File: src/rtl/coor_scan.sv
`default_nettype none
// ============================================================================
// Module      : coor_scan
// Description : Rectangle scan address generator. A start request in IDLE
//               captures a rectangle (origin x0/y0, size w/h) and a scan
//               order, then emits one linear address beat per accepted
//               handshake, walking the rectangle in row-major or
//               column-major order. Addresses are y*PITCH + x; only the
//               first beat uses a constant multiply, every later beat is
//               formed by adding to a previous address.
// Ports       : clk, rst         - clock, synchronous active-high reset
//               start, mode      - scan request and order (0 row, 1 column)
//               x0, y0, w, h     - rectangle origin and size
//               busy             - high while scanning
//               addr_valid/ready - beat handshake
//               addr, cur_x/y    - linear address and coordinates of beat
//               last             - beat is the final one of the rectangle
//               done, err        - one-cycle completion / rejection pulses
// Revision    : 1.0 - initial release
// ============================================================================
module coor_scan #(
  parameter int X_W    = 7,
  parameter int Y_W    = 4,
  parameter int PITCH  = 79,
  parameter int ADDR_W = 11
) (
  input  logic              clk,
  input  logic              rst,
  input  logic              start,
  input  logic              mode,
  input  logic [X_W-1:0]    x0,
  input  logic [Y_W-1:0]    y0,
  input  logic [X_W:0]      w,
  input  logic [Y_W:0]      h,
  output logic              busy,
  output logic              addr_valid,
  input  logic              addr_ready,
  output logic [ADDR_W-1:0] addr,
  output logic [X_W-1:0]    cur_x,
  output logic [Y_W-1:0]    cur_y,
  output logic              last,
  output logic              done,
  output logic              err
);

  typedef enum logic [0:0] {
    IDLE = 1'b0,
    SCAN = 1'b1
  } state_t;

  localparam logic [ADDR_W-1:0] C_PITCH    = ADDR_W'(PITCH);
  localparam logic [31:0]       C_PITCH_32 = 32'(PITCH);
  localparam logic [31:0]       C_ROWS_32  = 32'(1) << Y_W;

  // Registered state
  state_t            state_q, state_d;
  logic              mode_q, mode_d;
  logic [X_W-1:0]    x0_q, x0_d;
  logic [Y_W-1:0]    y0_q, y0_d;
  logic [X_W-1:0]    xend_q, xend_d;
  logic [Y_W-1:0]    yend_q, yend_d;
  // Address of the first beat of the current row (row-major) or of the
  // current column (column-major); wraps jump relative to it, so the
  // (h-1)*PITCH rewind never needs a multiplier.
  logic [ADDR_W-1:0] base_q, base_d;
  logic [ADDR_W-1:0] addr_q, addr_d;
  logic [X_W-1:0]    cur_x_q, cur_x_d;
  logic [Y_W-1:0]    cur_y_q, cur_y_d;
  logic              valid_q, valid_d;
  logic              last_q, last_d;
  logic              done_q, done_d;
  logic              err_q, err_d;
  logic              busy_q, busy_d;

  // Request qualification
  logic [31:0]       sum_x, sum_y;
  logic              req_err, req_empty;
  logic [ADDR_W-1:0] first_addr;
  logic [X_W-1:0]    req_xend;
  logic [Y_W-1:0]    req_yend;

  // Next-beat computation
  logic              xfer;
  logic [X_W-1:0]    nx;
  logic [Y_W-1:0]    ny;
  logic [ADDR_W-1:0] naddr, nbase;
  logic              nlast;

  always_comb begin
    sum_x      = 32'(x0) + 32'(w);
    sum_y      = 32'(y0) + 32'(h);
    req_err    = (sum_x > C_PITCH_32) || (sum_y > C_ROWS_32);
    req_empty  = (w == '0) || (h == '0);
    first_addr = (ADDR_W'(y0) * C_PITCH) + ADDR_W'(x0);
    // Only used when w,h >= 1, so the subtraction never underflows.
    req_xend   = X_W'(sum_x - 32'd1);
    req_yend   = Y_W'(sum_y - 32'd1);
  end

  always_comb begin
    xfer  = valid_q && addr_ready;
    nx    = cur_x_q;
    ny    = cur_y_q;
    naddr = addr_q;
    nbase = base_q;
    if (!mode_q) begin
      if (cur_x_q == xend_q) begin
        nx    = x0_q;
        ny    = cur_y_q + Y_W'(1);
        naddr = base_q + C_PITCH;
        nbase = base_q + C_PITCH;
      end else begin
        nx    = cur_x_q + X_W'(1);
        naddr = addr_q + ADDR_W'(1);
      end
    end else begin
      if (cur_y_q == yend_q) begin
        ny    = y0_q;
        nx    = cur_x_q + X_W'(1);
        naddr = base_q + ADDR_W'(1);
        nbase = base_q + ADDR_W'(1);
      end else begin
        ny    = cur_y_q + Y_W'(1);
        naddr = addr_q + C_PITCH;
      end
    end
    nlast = (nx == xend_q) && (ny == yend_q);
  end

  always_comb begin
    state_d = state_q;
    mode_d  = mode_q;
    x0_d    = x0_q;
    y0_d    = y0_q;
    xend_d  = xend_q;
    yend_d  = yend_q;
    base_d  = base_q;
    addr_d  = addr_q;
    cur_x_d = cur_x_q;
    cur_y_d = cur_y_q;
    valid_d = valid_q;
    last_d  = last_q;
    done_d  = 1'b0;
    err_d   = 1'b0;

    case (state_q)
      IDLE: begin
        if (start) begin
          if (req_err) begin
            err_d = 1'b1;
          end else if (req_empty) begin
            done_d = 1'b1;
          end else begin
            state_d = SCAN;
            mode_d  = mode;
            x0_d    = x0;
            y0_d    = y0;
            xend_d  = req_xend;
            yend_d  = req_yend;
            base_d  = first_addr;
            addr_d  = first_addr;
            cur_x_d = x0;
            cur_y_d = y0;
            valid_d = 1'b1;
            last_d  = (w == (X_W+1)'(1)) && (h == (Y_W+1)'(1));
          end
        end
      end
      SCAN: begin
        if (xfer) begin
          if (last_q) begin
            state_d = IDLE;
            valid_d = 1'b0;
            last_d  = 1'b0;
            done_d  = 1'b1;
          end else begin
            cur_x_d = nx;
            cur_y_d = ny;
            addr_d  = naddr;
            base_d  = nbase;
            last_d  = nlast;
          end
        end
      end
      default: begin
        state_d = IDLE;
        valid_d = 1'b0;
        last_d  = 1'b0;
      end
    endcase

    busy_d = (state_d == SCAN);
  end

  always_ff @(posedge clk) begin
    if (rst) begin
      state_q <= IDLE;
      mode_q  <= 1'b0;
      x0_q    <= '0;
      y0_q    <= '0;
      xend_q  <= '0;
      yend_q  <= '0;
      base_q  <= '0;
      addr_q  <= '0;
      cur_x_q <= '0;
      cur_y_q <= '0;
      valid_q <= 1'b0;
      last_q  <= 1'b0;
      done_q  <= 1'b0;
      err_q   <= 1'b0;
      busy_q  <= 1'b0;
    end else begin
      state_q <= state_d;
      mode_q  <= mode_d;
      x0_q    <= x0_d;
      y0_q    <= y0_d;
      xend_q  <= xend_d;
      yend_q  <= yend_d;
      base_q  <= base_d;
      addr_q  <= addr_d;
      cur_x_q <= cur_x_d;
      cur_y_q <= cur_y_d;
      valid_q <= valid_d;
      last_q  <= last_d;
      done_q  <= done_d;
      err_q   <= err_d;
      busy_q  <= busy_d;
    end
  end

  assign busy       = busy_q;
  assign addr_valid = valid_q;
  assign addr       = addr_q;
  assign cur_x      = cur_x_q;
  assign cur_y      = cur_y_q;
  assign last       = last_q;
  assign done       = done_q;
  assign err        = err_q;

endmodule
`default_nettype wire

File: config.mk
export PLATFORM = sky130hd
export DESIGN_NAME = coor_scan
export DESIGN_NICKNAME = d
export VERILOG_FILES = /design/src/rtl/coor_scan.sv
export SDC_FILE = /design/constraint.sdc
export NUM_CORES = 1
export LEC_CHECK = 0
export ABC_AREA = 1
export BUFFER_PORTS_ARGS = -buffer_cell sky130_fd_sc_hd__clkbuf_2
export CAP_MARGIN = 30
export CORE_UTILIZATION = 60
export CTS_CLUSTER_SIZE = 14
export DETAILED_ROUTE_END_ITERATION = 10
export PLACE_DENSITY = 0.85
export SYNTH_ARGS = -nofsm -noshare
export SYNTH_HDL_FRONTEND = slang
export SYNTH_SLANG_ARGS = --single-unit
File: constraint.sdc
create_clock -name clk -period 7.85 [get_ports clk]
set_input_delay 0.785 -clock clk [delete_from_list [all_inputs] [get_ports clk]]
set_output_delay 0.785 -clock clk [all_outputs]
set_load 0.01 [all_outputs]
Yosys cells after proc, flatten, opt, wreduce, memory -nomap -nowiden
Index checks and enable logic that the tools add are counted.
{ "classes": {"div": 0, "n_reduce_logical": 13, "n_lt_le_gt_ge": 2, "n_eq_ne": 14, "bitwise_logic": 4, "add_sub_neg": 11, "shift": 0, "muxes": 58, "multipliers": 1} }
{ "ops": {"columns": ["op", "count"], "rows": [
  ["11-bit 2-to-1 mux", 13],
  ["7-bit 2-to-1 mux", 8],
  ["11-bit one-hot mux with 2 select lines", 2],
  ["4-bit 2-to-1 mux", 8],
  ["11-bit by 1-bit adder with 11-bit output (second input constant)", 2],
  ["11-bit by 7-bit adder with 11-bit output (second input constant)", 2],
  ["1-bit 2-to-1 mux", 21],
  ["7-bit == test", 2],
  ["7-bit one-hot mux with 2 select lines", 1],
  ["11-bit by 7-bit adder with 11-bit output", 1],
  ["4-bit by 7-bit multiplier with 11-bit output (second input constant)", 1],
  ["2-bit inequality test (second input constant)", 5],
  ["5-bit AND reduction", 2],
  ["7-bit by 8-bit adder with 9-bit output", 1],
  ["9-bit by 7-bit greater-than comparator with 1-bit output (second input constant)", 1],
  ["4-bit == test", 2],
  ["8-bit by 1-bit == test with 1-bit output (second input constant)", 1],
  ["8-bit logical NOT", 1],
  ["1-bit one-hot mux with 2 select lines", 4],
  ["4-bit one-hot mux with 2 select lines", 1],
  ["4-bit AND reduction", 2],
  ["7-bit by 1-bit adder with 7-bit output (second input constant)", 1],
  ["7-bit AND reduction", 1],
  ["7-bit by 1-bit subtractor with 7-bit output (second input constant)", 1],
  ["12 further kinds", 19]
]} }
{ "word_totals": {"n_memories": 0, "out_inout_bits": 27, "elab_cells": 117, "regBits": 61, "mem_bits_ro": 0, "latch_bits": 0, "ram_bits": 0, "inputBits": 29} }

Longest topological paths before layout
{ "depth": {"depth_word": 8, "ltp_mapped": 20, "depth_no_buf": 20} }

Worst setup path after synthesis
No wires, ideal clock.
{ "synth_timing": {"path_type": "input to register", "from": "input y0[1]", "to": "register base_q[10]", "cell_stages": 20, "path_buffers": 0, "arrival_ns": 3.665, "required_time_ns": 7.737, "slack_ns": 4.072, "setup_time_ns": 0.113, "cell_sequence": "fa_1 inv_1 fa_1 fa_1 inv_1 ha_1 a21oi_1 nand2_1 nand2_1 nand2_1 nand2_1 nand2_1 nand2_1 nand2_1 nand2_1 nand2_1 nand2_1 o221ai_1 nor2_1 nor2_1"} }
{ "synth_via": {"elab_chain_len": 6, "word_cells_on_any_way": 11, "classes_between": "2 x add/sub; 1 x mul; 1 x order compare; 1 x eq/ne; 4 x mux; 2 x reduce/logical"} }
{ "synth_rtl": {"columns": ["element", "line", "text"], "rows": [
  ["from (decl)", "32", "input logic [Y_W-1:0] y0,"],
  ["4-bit by 7-bit multiplier with 11-bit output", "94", "first_addr = (ADDR_W'(y0) * C_PITCH) + ADDR_W'(x0);"],
  ["11-bit by 7-bit adder with 11-bit output", "94", null],
  ["11-bit 2-to-1 mux", "151", "end else if (req_empty) begin"],
  ["11-bit 2-to-1 mux", "149", "if (req_err) begin"],
  ["11-bit 2-to-1 mux", "148", "if (start) begin"],
  ["11-bit one-hot mux with 2 select lines", "146", "case (state_q)"],
  ["to (signal assigned)", "219", "base_q <= base_d;"],
  ["to (decl)", "65", "logic [ADDR_W-1:0] base_q, base_d;"]
]} }
Several ways; a longest one is shown, not always the timed one. The select of a mux whose other input is x is not followed.
A chain may end at the register's enable or synchronous reset.

Worst setup path in the final report
{ "layout_timing": {"from": "input y0[1]", "to": "register base_q[6]"} }
Same word-level chain as after synthesis.

==> metrics <==
GR Layer Usage met2 between 50 and 60%; hold wc startpoint y0_q[1]; Final Power between 1 and 1.5 mW; share of cells above drive strength 1 approximately a tenth; largest net degree at the start of global routing 35; P_leak 3.289 nW; vias in the first global route approximately 5.6k; FF-to-FF Start busy; dpl hpwl 12400 um; die width slightly above 100 um; final setup margin 3.774 ns; routability cong. about 0.95; RSZ-0062 raised after global routing no; clock root cell clkbuf_8; commonest cells in the netlist nand2_1, inv_1, nor2_1; clk_skew ~0.0063 ns; Mapped Cells about 970; largest area contributor in the netlist dfxtp_1; total global routing overflow 0; cts bufs inserted 9; fin nets ~1.1k; slowest CP cell fa_1; final setup fails 0; post-synth top area share between 20 and 25%; post-cts resize count 0; Site Rows 35; CTS tree built; via count 6398; postcts setup bufs 0; largest cells by area after synthesis dfxtp_1, nand2_1, ha_1; htree depth 3; R2R setup slack ~4.8 ns; startpoint type of the worst setup path primary input; total routed wirelength around 17000 um; YS warnings 0; R2R Path End addr[7]; Via-to-Cell Ratio about 5.6; Antenna Cells 0; Critical Path Fanout Max 9; initial core utilization between 60% and 70%; pre-CTS setup slack ~3.5 ns; Worst Max-Slew Pin Slew 0.9596 ns; Final period util slightly above 50%; mean cell area of the mapped netlist 6.085 sq um; CP dominant cell by count nand2_1; Power Dens Cells 205.3 nW/um^2; Slew HR 35.83%; worst hold path endpoint y0_q[1]; Final ANT Viol Nets 0; fmax about 250 MHz; Worst VDD drop 0.1058 mV; Worst-path clk slew approximately 0.070 ns; crit path cell chain clkbuf_2 -> fa_1 -> inv_1 -> fa_1 -> fa_1 -> inv_1 -> ha_1 -> a21oi_1 -> nand2_1 -> nand2_1 -> nand2_1 -> nand2_1 -> nand2_1 -> o21ai_0 -> nand2_1 -> inv_1 -> nand4_1 -> nand2_1 -> nor2_1; Yosys cell types 48; DRT iter0 DRCs between 500 and 600; full die area 10250 sq um; kind of end point of the critical path flip-flop; DIE HEIGHT 101.2 um; clk buf depth 2; setup TNS 0 ns; Worst-Skew Late Latency 0.35 ns; hold_ws 0.4700 ns; Mapped Nets 1050; Seq cells post-synth 61; initial antenna violation count 0; sequential-to-total area share from yosys stat approximately a fifth; worst hold path class reg2reg; routed wire length per instance ~14 um; total iterations of the first detailed-routing run 6; Worst EP required around 8.1 ns; Synth Flop Type dfxtp_1; worst setup path class in2reg; R2R depth 8; core box area 9371 sq um; Post-synth EDFFs 0; first-pass GRT wire length around 27000 um; Pins Over Slew Limit 0; met1 usage 47.87%; final hold violation count 0; # IOs 56; status complete, no violations; ys async rst share 0%; Mapped Area slightly below 6000 sq um; Hold Path Cell Cnt 2; max cap viols 0; Tmin final approximately 4.1 ns; # DRC 0; Sink Count 61; crit-path max cell delay slightly above 0.6 ns; Global Route Usage Sum 33.76%; met3 Use GR 6.004%; GRT busiest layer met2; Area growth syn-to-layout 9.361%; Post-CTS Hold Fix Bufs 0; most frequent cell after synthesis nand2_1; IO Port Bufs 55; critical path data arrival time 4.33 ns
==> sequential cells by signal, indices dropped and copies added, names as in the netlist, 4 cells and up <==
| register | cells |
|---|---|
| addr | 11 |
| base_q | 11 |
| cur_x | 7 |
| cur_y | 4 |
| x0_q | 7 |
| xend_q | 7 |
| y0_q | 4 |
| yend_q | 4 |
==> cells by family after synthesis <==
logic type	after synthesis	share of synthesized area, %
AOI/OAI and AO/OA	158	14.74
buffers and inverters	162	10.86
adders and majority gates	50	11.86
and+or+nand+nor	500	35.56
DFF	61	20.67
xor gates and xnor gates	40	6.311
==> power breakdown <==
| group | switching, mW | total (mW) | internal, mW |
|---|---|---|---|
| combinational | 0.407 | 0.603 | 0.196 |
| sequential | 0.0395 | 0.377 | 0.338 |
| clock | 0.133 | 0.346 | 0.213 |
| total | 0.579 | 1.33 | 0.747 |
==> through the flow <==
stage / cells / instance area, sq um / utilization (%)
6_report: 1143 / 6461 / 68.95
3_3_place_gp: 1127 / 6217 / 66.34
4_1_cts: 1143 / 6461 / 68.95
3_5_place_dp: 1127 / 6217 / 66.34
5_1_grt: 1143 / 6461 / 68.95
2_1_floorplan: 971 / 5908 / -
==> worst max-delay path by stage <==
stage | start | to | slack [ns]
3_3_place_gp | y0[1] | base_q[6] | 3.53
2_1_floorplan | y0[1] | base_q[10] | 4.07
5_1_grt | y0[1] | addr[6] | 3.63
3_5_place_dp | y0[1] | base_q[6] | 3.48
4_1_cts | y0[1] | base_q[6] | 3.83
6_report | y0[1] | base_q[6] | 3.77
==> routing by layer <==
layer / wire length [um] / vias up / share of wire, %
met1: 7587 / 2857 / 46
met2: 6816 / 303 / 41
met3: 1662 / 32 / 10
met4: 443 / 0 / 2.7
li1: - / 3206 / -
met5: 0 / - / 0
==> final cells by class <==
type	count	area, sq um
clock buffers	13	178.9
clock inverters	3	65.06
fillers	862	2910
inverters	131	491.7
multi-input cells	748	4045
flip-flops and latches	61	1221
well taps	129	161.4
repair buffers	58	297.8
==> critical path: cells and delay by family <==
| family | cells | cell delay (ns) |
|---|---|---|
| buf+inv | 4 | 0.41 |
| simple gates | 9 | 0.68 |
| fa+ha+maj | 4 | 1.95 |
| compound gates | 2 | 0.50 |
==> cells in the final DEF (no fill, tap or decap), types with 6 or more instances in the layout <==
| master | instances |
|---|---|
| ha_1 | 40 |
| clkbuf_8 | 13 |
| xnor2_1 | 6 |
| nand2_1 | 263 |
| dfxtp_1 | 61 |
| inv_1 | 120 |
| a21oi_1 | 56 |
| clkbuf_2 | 55 |
| fa_1 | 10 |
| inv_2 | 10 |
| o211ai_1 | 6 |
| o21ai_0 | 74 |
| nand3_1 | 74 |
| nor3_1 | 12 |
| xor2_1 | 31 |
| nor2_1 | 117 |
| nand4_1 | 12 |
(Power assumes the default switching activity.)
